===== config.mk =====
export PLATFORM = sky130hd
export DESIGN_NAME = delay_sequencer
export DESIGN_NICKNAME = d
export VERILOG_FILES = /design/src/rtl/delay_sequencer_pkg.sv /design/src/rtl/delay_sequencer_fifo.sv /design/src/rtl/delay_sequencer.sv
export SDC_FILE = /design/constraint.sdc
export NUM_CORES = 1
export LEC_CHECK = 0
export ABC_CLOCK_PERIOD_IN_PS = 2920
export BUFFER_PORTS_ARGS = -buffer_cell sky130_fd_sc_hd__buf_4
export CAP_MARGIN = 20
export CORE_UTILIZATION = 55
export CTS_CLUSTER_SIZE = 30
export DETAILED_ROUTE_END_ITERATION = 12
export PLACE_DENSITY = 0.72
export SLEW_MARGIN = 30
export SYNTH_ARGS = -nofsm -noshare
export SYNTH_HDL_FRONTEND = slang
export SYNTH_SLANG_ARGS = --single-unit

===== constraint.sdc =====
create_clock -name clock -period 2.92 [get_ports clock]
set_input_delay 0.584 -clock clock [delete_from_list [all_inputs] [get_ports clock]]
set_output_delay 0.584 -clock clock [all_outputs]
set_load 0.01 [all_outputs]

===== src/rtl/delay_sequencer_pkg.sv =====
// Shared types for the delay sequencer: FSM state encoding and the queued request word.
// The request word layout is {tag, count} so a FIFO entry carries everything needed to start a run.
package delay_sequencer_pkg;

    localparam int SEQ_COUNT_W = 4;
    localparam int SEQ_TAG_W   = 2;

    typedef enum logic [1:0] {
        IDLE = 2'd0,
        LOAD = 2'd1,
        RUN  = 2'd2,
        DONE = 2'd3
    } state_t;

    typedef struct packed {
        logic [SEQ_TAG_W-1:0]   tag;
        logic [SEQ_COUNT_W-1:0] count;
    } req_t;

endpackage


===== src/rtl/delay_sequencer_fifo.sv =====
// Request buffer for the delay sequencer: DEPTH-entry synchronous FIFO with a flush input.
// The head entry is presented combinationally so the controller can pop and use it in one cycle.
module seq_fifo
    import delay_sequencer_pkg::*;
#(
    parameter int DEPTH = 4
) (
    input  logic clock,
    input  logic reset,
    input  logic flush,
    input  logic push,
    input  req_t push_data,
    input  logic pop,
    output req_t pop_data,
    output logic full,
    output logic empty
);

    localparam int AW = $clog2(DEPTH);

    req_t          mem_r [DEPTH];
    logic [AW-1:0] wr_ptr_r;
    logic [AW-1:0] rd_ptr_r;
    logic [AW:0]   occ_r;
    logic          push_s;
    logic          pop_s;

    // Occupancy needs one extra bit so a full FIFO is distinguishable from an empty one.
    assign full     = (occ_r == (AW+1)'(DEPTH));
    assign empty    = (occ_r == (AW+1)'(0));
    assign push_s   = push && !full && !flush;
    assign pop_s    = pop && !empty && !flush;
    assign pop_data = mem_r[rd_ptr_r];

    // Pointer and occupancy bookkeeping; pointers wrap naturally since DEPTH is a power of 2.
    always_ff @(posedge clock or posedge reset) begin
        if (reset) begin
            wr_ptr_r <= AW'(0);
            rd_ptr_r <= AW'(0);
            occ_r    <= (AW+1)'(0);
        end else if (flush) begin
            wr_ptr_r <= AW'(0);
            rd_ptr_r <= AW'(0);
            occ_r    <= (AW+1)'(0);
        end else begin
            if (push_s) begin
                wr_ptr_r <= wr_ptr_r + AW'(1);
            end
            if (pop_s) begin
                rd_ptr_r <= rd_ptr_r + AW'(1);
            end
            case ({push_s, pop_s})
                2'b10:   occ_r <= occ_r + (AW+1)'(1);
                2'b01:   occ_r <= occ_r - (AW+1)'(1);
                default: occ_r <= occ_r;
            endcase
        end
    end

    // Entry storage.
    always_ff @(posedge clock or posedge reset) begin
        if (reset) begin
            for (int i = 0; i < DEPTH; i++) begin
                mem_r[i] <= '0;
            end
        end else if (push_s) begin
            mem_r[wr_ptr_r] <= push_data;
        end
    end

endmodule


===== src/rtl/delay_sequencer.sv =====
// Delay sequencer: queues {count, tag} requests, drives an external down-counter through
// latch/dec/zero, and emits a one-cycle tagged completion pulse when the counter reaches zero.
module delay_sequencer
    import delay_sequencer_pkg::*;
#(
    parameter int DEPTH    = 4,
    parameter int COUNT_W  = SEQ_COUNT_W,
    parameter int TAG_W    = SEQ_TAG_W,
    parameter int PRESCALE = 1
) (
    input  logic               clock,
    input  logic               reset,
    input  logic               abort,
    input  logic               req_valid,
    output logic               req_ready,
    input  logic [COUNT_W-1:0] req_count,
    input  logic [TAG_W-1:0]   req_tag,
    output logic               cnt_latch,
    output logic [COUNT_W-1:0] cnt_in,
    output logic               cnt_dec,
    input  logic               cnt_zero,
    output logic               done_valid,
    output logic [TAG_W-1:0]   done_tag,
    output logic               busy
);

    localparam int PW = (PRESCALE > 1) ? $clog2(PRESCALE) : 1;

    state_t             state_r;
    state_t             state_s;
    logic [PW-1:0]      presc_r;
    logic [PW-1:0]      presc_s;
    logic [TAG_W-1:0]   cur_tag_r;
    logic [TAG_W-1:0]   cur_tag_s;
    logic [COUNT_W-1:0] cnt_in_r;
    logic [COUNT_W-1:0] cnt_in_s;
    logic               cnt_latch_r;
    logic               cnt_latch_s;
    logic               done_valid_r;
    logic               done_valid_s;
    logic [TAG_W-1:0]   done_tag_r;
    logic [TAG_W-1:0]   done_tag_s;
    logic               pop_s;
    logic               tick_s;
    logic               fifo_full_s;
    logic               fifo_empty_s;
    req_t               push_data_s;
    req_t               head_s;

    assign push_data_s.tag   = req_tag;
    assign push_data_s.count = req_count;

    seq_fifo #(
        .DEPTH (DEPTH)
    ) u_fifo (
        .clock     (clock),
        .reset     (reset),
        .flush     (abort),
        .push      (req_valid && req_ready),
        .push_data (push_data_s),
        .pop       (pop_s),
        .pop_data  (head_s),
        .full      (fifo_full_s),
        .empty     (fifo_empty_s)
    );

    assign req_ready = !fifo_full_s && !abort;
    assign tick_s    = (presc_r == PW'(PRESCALE - 1));
    // Combinational so a decrement is suppressed in the very cycle the counter reports zero.
    assign cnt_dec   = (state_r == RUN) && tick_s && !cnt_zero;

    assign cnt_latch  = cnt_latch_r;
    assign cnt_in     = cnt_in_r;
    assign done_valid = done_valid_r;
    assign done_tag   = done_tag_r;
    assign busy       = (state_r != IDLE) || !fifo_empty_s;

    // Next-state and registered-output decode; abort overrides every state.
    always_comb begin
        state_s      = state_r;
        presc_s      = presc_r;
        cur_tag_s    = cur_tag_r;
        cnt_in_s     = cnt_in_r;
        cnt_latch_s  = 1'b0;
        done_valid_s = 1'b0;
        done_tag_s   = done_tag_r;
        pop_s        = 1'b0;
        if (abort) begin
            state_s = IDLE;
            presc_s = PW'(0);
        end else begin
            case (state_r)
                IDLE: begin
                    if (!fifo_empty_s) begin
                        pop_s       = 1'b1;
                        cnt_in_s    = head_s.count;
                        cur_tag_s   = head_s.tag;
                        cnt_latch_s = 1'b1;
                        state_s     = LOAD;
                    end else begin
                        state_s = IDLE;
                    end
                end
                LOAD: begin
                    presc_s = PW'(0);
                    state_s = RUN;
                end
                RUN: begin
                    // cnt_zero is only trusted here: the counter is loaded before RUN is entered.
                    if (cnt_zero) begin
                        done_valid_s = 1'b1;
                        done_tag_s   = cur_tag_r;
                        state_s      = DONE;
                    end else begin
                        presc_s = tick_s ? PW'(0) : presc_r + PW'(1);
                    end
                end
                DONE: begin
                    state_s = IDLE;
                end
                default: begin
                    state_s = IDLE;
                end
            endcase
        end
    end

    // State, prescaler and output registers.
    always_ff @(posedge clock or posedge reset) begin
        if (reset) begin
            state_r      <= IDLE;
            presc_r      <= PW'(0);
            cur_tag_r    <= TAG_W'(0);
            cnt_in_r     <= COUNT_W'(0);
            cnt_latch_r  <= 1'b0;
            done_valid_r <= 1'b0;
            done_tag_r   <= TAG_W'(0);
        end else begin
            state_r      <= state_s;
            presc_r      <= presc_s;
            cur_tag_r    <= cur_tag_s;
            cnt_in_r     <= cnt_in_s;
            cnt_latch_r  <= cnt_latch_s;
            done_valid_r <= done_valid_s;
            done_tag_r   <= done_tag_s;
        end
    end

endmodule


=== Word level (Yosys, flattened, before mapping) ===
Index checks and enable logic that the tools add are counted.
W data, S select, Z words.

* Bits in registers: 44
* Bits of input ports: 11
* Output and inout bits: 11
* Word-level logic and storage cells: 89

* Add/subtract/negate cells: 5
* $lt $le $gt $ge: 3
* Equal/unequal tests: 8
* Multiplexer cells: 26
* Bitwise gates (word level): 5
* Reductions and logical operators: 24

{| class="wikitable"
|+ Operators with widths
! kind !! number
|-
| $bwmux W24 || 1
|-
| $mux W6 || 3
|-
| $bmux W6 S2 || 1
|-
| $demux W6 S2 || 1
|-
| $mux W2 || 6
|-
| $mux W1 || 10
|-
| $logic_and A1 B1 Y1 || 9
|-
| $pmux W2 S4 || 1
|-
| $eq A2 B2 Y1 const B || 3
|-
| $ge A3 B3 Y1 const B || 2
|-
| $ne A3 B3 Y1 const B || 2
|-
| $not A2 Y3 || 2
|-
| $pmux W3 S2 || 1
|-
| $reduce_and A3 Y1 || 2
|-
| $reduce_bool A2 Y1 || 3
|-
| $reduce_bool A3 Y1 || 2
|-
| $add A2 B1 Y2 const B || 2
|-
| $eq A2 B1 Y1 const B || 2
|-
| $logic_not A1 Y1 || 4
|-
| $add A3 B1 Y3 const B || 1
|-
| $eq A3 B3 Y1 const B || 1
|-
| $logic_not A3 Y1 || 1
|-
| $lt A3 B1 Y1 const B || 1
|-
| $mux W3 || 1
|-
| other kinds (7) || 9
|}

=== Logic depth before layout (Yosys ltp) ===
Gate-level depths: netlist of the first run.

* Depth after elaboration: 9
* Depth in mapped cells: 9
* Mapped depth without buffers: 9

=== By module ===
Synthesis of the first run repeated with hierarchy kept, for this count alone.

* Cells, all modules: 166
* Area total of the unflattened synthesis: 2278.4 µm²

{| class="wikitable"
|+ By module, submodules not included
! module !! instances !! cells each !! area each (µm²) !! sequential area each (µm²)
|-
| seq_fifo || 1 || 126 || 1749.2 || 775.7
|-
| delay_sequencer || 1 || 40 || 529.3 || 300.3
|}

=== Worst setup path before layout of the first run ===
No wires, ideal clock.

* Path kind: register to register
* Start: register u_fifo.occ_r[0]
* End: register u_fifo.occ_r[1]
* Library setup time: 0.094 ns
* Arrival time: 1.975 ns
* Data required time: 2.826 ns
* Setup slack: 0.851 ns
* Stages on the path, launching flop included: 9
* Path buffers: 1
* Clock period less this slack: 2.069 ns
* Cells stage by stage: dfrtp_1 buf_4 o31a_1 and3b_1 fa_1 inv_1 a31oi_1 a31oi_1 a211oi_1

* Cells in the longest elaborated chain, start to end: 9
* Elaborated cells on any way between the ends: 20
* Those cells by class: add/sub (2); eq/ne (3); mux (5); reduce/logical (10)

{| class="wikitable"
|+ RTL lines
! element !! line !! RTL
|-
| start, declared || delay_sequencer_fifo.sv:24 || <nowiki>logic [AW:0] occ_r;</nowiki>
|-
| start signal, assigned || delay_sequencer_fifo.sv:40 || <nowiki>occ_r <= (AW+1)'(0);</nowiki>
|-
| start signal, assigned || delay_sequencer_fifo.sv:44 || <nowiki>occ_r <= (AW+1)'(0);</nowiki>
|-
| start signal, assigned || delay_sequencer_fifo.sv:53 || <nowiki>2'b10: occ_r <= occ_r + (AW+1)'(1);</nowiki>
|-
| $logic_not A3 Y1 or $eq A3 B3 Y1 (tied branches) || delay_sequencer_fifo.sv:30, delay_sequencer_fifo.sv:29 ||
|-
| $mux W1 or $logic_not A1 Y1 (tied branches) || delay_sequencer.sv:94, delay_sequencer_fifo.sv:31, delay_sequencer.sv:67 ||
|-
| $mux W1 or $logic_and A1 B1 Y1 (tied branches) || delay_sequencer.sv:92, delay_sequencer.sv:67 ||
|-
| $mux W1 or $logic_and A1 B1 Y1 (tied branches) || delay_sequencer.sv:88, delay_sequencer.sv:59 ||
|-
| $logic_and A1 B1 Y1 (on tied branches) (2 in a row) || delay_sequencer_fifo.sv:32, delay_sequencer_fifo.sv:31 ||
|-
| $eq A2 B1 Y1 or $eq A2 B2 Y1 (tied branches) || delay_sequencer_fifo.sv:52 || <nowiki>case ({push_s, pop_s})</nowiki>
|-
| $pmux W3 S2 || delay_sequencer_fifo.sv:52 ||
|-
| $mux W3 || delay_sequencer_fifo.sv:41 || <nowiki>end else if (flush) begin</nowiki>
|}

Several ways; a longest one is shown, not always the timed one.
A chain may end at the register's enable or synchronous reset.

=== Worst setup path after layout of the first run ===
* Start: register state_r[0]
* End: register u_fifo.occ_r[1]

* Cells in the longest elaborated chain, start to end: 8
* Elaborated cells on any way between the ends: 10
* Those cells by class: eq/ne (2); mux (4); reduce/logical (4)

{| class="wikitable"
|+ RTL lines
! element !! line !! RTL
|-
| start, declared || delay_sequencer.sv:29 || <nowiki>state_t state_r;</nowiki>
|-
| start signal, assigned || delay_sequencer.sv:139 || <nowiki>state_r <= state_s;</nowiki>
|-
| $logic_not A2 Y1 * || delay_sequencer.sv:92 || <nowiki>case (state_r)</nowiki>
|-
| $mux W1 * || delay_sequencer.sv:92 ||
|-
| $mux W1 * || delay_sequencer.sv:88 || <nowiki>if (abort) begin</nowiki>
|-
| $logic_and A1 B1 Y1 * (2 in a row) || delay_sequencer_fifo.sv:32 || <nowiki>assign pop_s = pop && !empty && !flush;</nowiki>
|-
| $eq A2 B1 Y1 or $eq A2 B2 Y1 (tied branches) || delay_sequencer_fifo.sv:52 ||
|-
| $pmux W3 S2 || delay_sequencer_fifo.sv:52 ||
|-
| $mux W3 || delay_sequencer_fifo.sv:41 ||
|-
| end signal, assigned || delay_sequencer_fifo.sv:40 ||
|-
| end signal, assigned || delay_sequencer_fifo.sv:53 ||
|-
| end signal, assigned || delay_sequencer_fifo.sv:54 || <nowiki>2'b01: occ_r <= occ_r - (AW+1)'(1);</nowiki>
|}

Mark *: on every way between the ends. The rest lies on a longest branch, timed or not.

==> summary.txt, run 1 <==
Pwr
  – Reg power frac: 46.1%
  – Int Power: 1.53 mW
  – Power Density: 979 nW/um2
  – Pleak: 1.07 nW
  – Peak supply drop: 513 uV
  – Gate power share: 38.8%
  – Switching power of the nets: 0.742 mW
  – Clock power frac: 15.1%
  – Fraction of power spent switching nets: 32.7%

Logic synthesis
  – Largest cells by area after synthesis: dfrtp_1 52%, mux2_2 17%, mux4_2 6.5%
  – Top cell type by total area after synthesis: dfrtp_1
  – Post-Syn Instances: 158
  – Post-synth top area share: 52.0%
  – Syn Area/Cell: 13.1 um2
  – Distinct cells, synth: 33
  – Synthesized cell area: 2070 um2
  – Flops & latches, synth: 43
  – Mapped Nets: 176
  – Yosys warns: 0
  – Post-synthesis sequential area ratio: 52.0%

Global routing
  – First-pass GRT wire length: 6150 um
  – Vias in the first global route: 1325
  – Pin count of the biggest net entering global routing: 44
  – GRT overflow: 0
  – Total track usage: 20.7%
  – Initial antenna violation count: 0

Die
  – Die Wd: 63.3 um
  – IO Count: 22
  – # rows: 21
  – Starting density of the core: 59.7%
  – DIE HEIGHT: 63.3 um
  – Core area: 3470 um2
  – DIE AREA: 4010 um2

Setup path
  – Critical Path Slowest Stage Cell: ha_1
  – Max incr delay on CP: 0.41 ns
  – Crit path cell chain: inv_1 -> ha_1 -> o31a_1 -> and3b_1 -> fa_1 -> inv_1 -> a31oi_1 -> a31oi_1 -> a211oi_1
  – Worst Path Arrival: 2.46 ns
  – Crit path max fanout: 14
  – Worst Path Required: 3.09 ns
  – CP endpoint kind: flip-flop
  – Critical path type: flip-flop to flip-flop
  – Setup crit start kind: flip-flop

Finish
  – Final Util: 66.8%
  – Fillers: 262
  – Final net count: 197
  – Post-route cell area: 2320 um2
  – Share of layout cells above drive strength 1: 38.8%
  – Fin cells: 224
  – Antenna cells: 0
  – Area delta synth->final: 12.0%

Clock network
  – Post-CTS sizing: 0
  – Reg clk slew, reported paths: 0.07 ns
  – Post-CTS Setup Repair Bufs: 0
  – CTS tree: done
  – Num CTS Buffers: 5
  – CTS max path bufs: 2
  – CTS Hold Bufs: 0
  – Worst-skew pair later-pin latency: 0.29 ns
  – # H-tree levels: 2
  – Root Driver: clkbuf_8
  – CTS Sinks: 43

Placement
  – Input/output buffers: 21
  – Placed cell areas: 2240 um2
  – Dpl cells: 218
  – Final HPWL DP: 2560 um
  – GP Congestion: 0.705

Timing
  – Clock Skew: 0.00367 ns
  – Tcrit/Tclk final: 78.4%
  – Least-Margin Pin Slew: 0.642 ns
  – Highest clock rate: 0.437 GHz
  – Fin Setup TNS: 0 ns
  – Final setup fails: 0
  – Slew Viols, Final: 0
  – Slew margin rel.: 57.0%
  – RSZ-0062 raised after global routing: false
  – Min Tclk post-route: 2.29 ns
  – Final Hold Fails: 0

Drt
  – DRC viols: 0
  – 1st-iter DRT viols: 104
  – Iteration count of the initial detailed-routing pass: 4
  – DR vias: 1279
  – Aggregate routed wire length: 3540 um
  – DR WL/cell: 15.8 um
  – Final ANT Viol Nets: 0
  – Drt via density: 5.71

Worst hold path
  – HP Class: input port to async pin

Job
  – Max Cap Viol: 0

Run status
  – Status: completed
cells in the final DEF, fill, tap and decap left out, types with 2 or more instances in the layout:
cell type / netlist / layout
xnor2_1: 2 / 2
clkbuf_8: 0 / 5
a21oi_1: 3 / 3
nand2_1: 10 / 10
inv_1: 9 / 9
dfrtp_1: 43 / 43
o21a_1: 2 / 2
mux2_2: 32 / 32
o21ai_0: 5 / 5
ha_1: 6 / 6
a211oi_1: 2 / 2
mux4_2: 6 / 6
o22ai_1: 2 / 2
nor3_1: 2 / 2
buf_4: 3 / 22
mux2i_1: 2 / 2
xor2_1: 2 / 2
nor2_1: 8 / 8
a31oi_1: 3 / 3
final cells by class:
cell class	instances	area, um2	share of cell area, %
inverters	9	33.8	1.46
repair buffers	22	165	7.12
flip-flops and latches	43	1080	46.4
well taps	46	57.6	2.48
multi-input cells	98	910	39.2
clock inverters	1	7.51	0.324
clock buffers	5	68.8	2.97
state kept, by name, indices dropped and copies added (netlist names):
name,count
u_fifo.mem_r,24
done_tag,2
cnt_latch,1
cnt_in,4
u_fifo.rd_ptr_r,2
done_valid,1
cur_tag_r,2
u_fifo.wr_ptr_r,2
state_r,2
u_fifo.occ_r,3
power by group through the flow:
stage	logic (mW)	clock network (mW)	registers, mW
floorplan	0.721	0	0.978
global placement	0.846	0	1.03
detailed placement	0.890	0	1.06
CTS	0.892	0.354	1.05
global route	0.981	0.377	1.08
finish	0.879	0.343	1.05
path summary, 6_finish.rpt:
path | start | end | slack (ns) | depth (start not counted)
max | state_r[0] | u_fifo.occ_r[1] | 0.63 | 9
min | reset | done_valid | 0.42 | 3
max reg2reg | state_r[0] | u_fifo.occ_r[1] | 0.63 | 9
min reg2reg | u_fifo.mem_r[23] | u_fifo.mem_r[23] | 0.51 | 1
max in group asynchronous | reset | u_fifo.occ_r[2] | 2.14 | 3
min in group clock | u_fifo.mem_r[23] | u_fifo.mem_r[23] | 0.51 | 1
critical path: cells and delay by family, from the launching register on:
family                     cells  cell delay [ns]
adders and majority gates      2             0.82
AOI/OAI and AO/OA              4             0.60
DFF                            1             0.36
and+or+nand+nor                1             0.21
buffers and inverters          2             0.18
synthesized netlist by cell type:
cell type and instances:
xnor2_1 2, nor3b_1 1, fa_1 1, a2111oi_0 1
mux2i_1 2, a211oi_2 1, mux4_2 6, ha_1 6
buf_6 1, o21a_1 2, a31oi_1 3, a21o_1 1
o22ai_1 2, o21ai_0 5, and3b_1 1, buf_2 1
clkbuf_1 2, inv_1 9, o31a_1 1, nor3_1 2
buf_4 3, nand2_1 10, mux2_2 32, or2_2 1
nor2b_1 1, or3_1 1, xor2_1 2, nor2_1 8
buf_1 1, a211oi_1 2, dfrtp_1 43, nor3b_2 1
a21oi_1 3
logic make-up (layout without fill, tap and decap cells):
group | count (synthesis) | count (layout) | synth area share [%]
compound gates | 21 | 21 | 6.71
xor+xnor | 4 | 4 | 1.69
fa+ha+maj | 7 | 7 | 4.59
buf+inv | 17 | 37 | 4.05
flops | 43 | 43 | 52.0
mux | 40 | 40 | 24.9
simple gates | 26 | 26 | 6.05
per-stage QoR:
stage               worst slack (ns)  total power [mW]  hold slack, ns
floorplan                      0.851              1.70           0.474
global placement               0.778              1.87           0.482
detailed placement             0.626              1.95           0.492
CTS                            0.617              2.29           0.444
global route                   0.444              2.44           0.474
finish                         0.632              2.27           0.422
per-layer routing:
metal | wire (um) | track usage [%]
met1 | 1510 | 25.6
met2 | 1820 | 34.4
met3 | 136 | 5.62
met4 | 77 | 7.67
met5 | 0 | 0
(Power assumes the default switching activity.)
==> run 2, diff against run 1 <==
Settings changed: ABC_CLOCK_PERIOD_IN_PS 2920 to 2380.
Clock period 2.92 ns to 2.38 ns, I/O delays scaled along.
==> run 2 against run 1 <==
  * Routed wire length rose by 2.3%
  * Worst hold slack worse by 0.11 ns
  * Fmax rose by 4.4%
  * Non-clock buffer count increased by 3
  * Setup slack worse by 0.44 ns
  * Utilization rose by 1.4 points
  * Critical path type unchanged
  * Critical endpoint unchanged
==> summary.txt, run 2 (synthesis gave the netlist of run 1 again) <==
Global routing
  – GRT overflow: 0
  – First-pass GRT wire length: 6360 um
  – Pin count of the biggest net entering global routing: 44
  – Vias in the first global route: 1422
  – Initial antenna violation count: 0
  – Total track usage: 21.0%

Setup path
  – Worst Path Required: 2.58 ns
  – Critical path type: flip-flop to flip-flop
  – Crit path max fanout: 10
  – FF-to-FF End: u_fifo.occ_r[1]
  – Worst setup path endpoint: u_fifo.occ_r[1]
  – CP endpoint kind: flip-flop
  – Setup crit start kind: flip-flop
  – Worst Path Arrival: 2.39 ns
  – Flop2flop setup slack: 0.19 ns
  – Worst r2r path cells: 7
  – Worst setup path startpoint: u_fifo.occ_r[1]
  – Launch point of the worst reg-to-reg path: u_fifo.occ_r[1]

Drt
  – 1st-iter DRT viols: 94
  – DR vias: 1310
  – Iteration count of the initial detailed-routing pass: 4
  – Drt via density: 5.75
  – Final ANT Viol Nets: 0
  – DRC viols: 0
  – DR WL/cell: 15.9 um
  – Aggregate routed wire length: 3620 um

Placement
  – Dpl ws: 0.243 ns
  – Placed cell areas: 2260 um2
  – GP Congestion: 0.733
  – Final HPWL DP: 2560 um
  – Input/output buffers: 21
  – Dpl cells: 221

Die
  – Starting density of the core: 59.7%
  – DIE HEIGHT: 63.3 um
  – # rows: 21
  – IO Count: 22
  – Core area: 3470 um2
  – Die Wd: 63.3 um
  – DIE AREA: 4010 um2

Clock network
  – Worst-skew pair later-pin latency: 0.29 ns
  – # H-tree levels: 2
  – CTS tree: done
  – Post-CTS sizing: 0
  – Post-CTS Setup Repair Bufs: 0
  – CTS max path bufs: 2
  – Reg clk slew, reported paths: 0.08 ns
  – Num CTS Buffers: 5
  – CTS Hold Bufs: 0
  – Root Driver: clkbuf_8
  – CTS Sinks: 43

Pwr
  – Peak supply drop: 774 uV
  – Power Density: 1240 nW/um2
  – Pleak: 1.10 nW

Finish
  – Fin cells: 228
  – Post-route cell area: 2370 um2
  – Final net count: 200
  – Commonest non-fill, non-tap cell in the layout: dfrtp_1
  – Share of layout cells above drive strength 1: 39.6%
  – Area delta synth->final: 14.4%
  – Biggest register: u_fifo.mem_r
  – Largest register FFs: 24
  – Antenna cells: 0
  – Fillers: 265
  – Most frequent cells in the layout: 43 x dfrtp_1, 32 x mux2_2, 25 x buf_4

Timing
  – Final setup fails: 0
  – Final worst setup slack: 0.188 ns
  – Min Tclk post-route: 2.19 ns
  – Slew Viols, Final: 0
  – RSZ-0062 raised after global routing: false
  – Final Hold Fails: 0
  – Least-Margin Pin Slew: 0.525 ns
  – Clock Skew: 0.00434 ns
  – Fin Setup TNS: 0 ns
  – Highest clock rate: 0.456 GHz
  – Slew margin rel.: 65.0%
  – Tcrit/Tclk final: 92.1%

Run status
  – Status: completed

Job
  – Max Cap Viol: 0

Worst hold path
  – HP Class: input port to async pin
-- run 2: cell type report --
cell class / instances / area (um2) / area share [%]
inverter: 9 / 33.8 / 1.43
tap: 46 / 57.6 / 2.43
sequential: 43 / 1080 / 45.5
clock inverter: 1 / 30.0 / 1.27
multi-input combinational: 98 / 910 / 38.4
timing repair buffer: 25 / 188 / 7.93
clock buffer: 6 / 72.6 / 3.07
-- run 2: routing by layer --
metal | track usage, % | up-vias | share of wire (%)
li1 | - | 607 | -
met1 | 23.8 | 663 | 42
met2 | 37.0 | 32 | 52
met3 | 6.16 | 8 | 4.8
met4 | 8.24 | 0 | 1.6
met5 | 0 | - | 0
-- run 2: worst min path at each step --
stage,cells past startpoint,start,to
after floorplan,1,u_fifo.mem_r[10],u_fifo.mem_r[10]
after global placement,1,u_fifo.mem_r[10],u_fifo.mem_r[10]
after detailed placement,1,u_fifo.mem_r[10],u_fifo.mem_r[10]
after CTS,3,reset,cnt_latch
after global routing,3,reset,done_tag[1]
final,3,reset,done_tag[0]
-- run 2: worst max-delay path, cell delays in order, from the launching register on --
cell and delay (ns):
dfrtp_1 0.50, o31a_1 0.38, and3b_1 0.20, fa_1 0.48, inv_1 0.05, a31oi_1 0.15
a31oi_1 0.10, a211oi_1 0.24
-- run 2: through the flow --
stage                     power [mW]  hold WS, ns  utilization [%]
final                           2.94        0.313             68.3
after floorplan                 2.08        0.474                -
after global routing            3.13        0.379             68.3
after global placement          2.34        0.481             65.3
after CTS                       2.96        0.335             68.3
after detailed placement        2.42        0.492             65.3
-- run 2: where the power goes --
group	switching, mW	internal [mW]	total [mW]
logic	0.485	0.661	1.15
registers	0.211	1.05	1.26
clock network	0.232	0.307	0.539
total	0.928	2.01	2.94
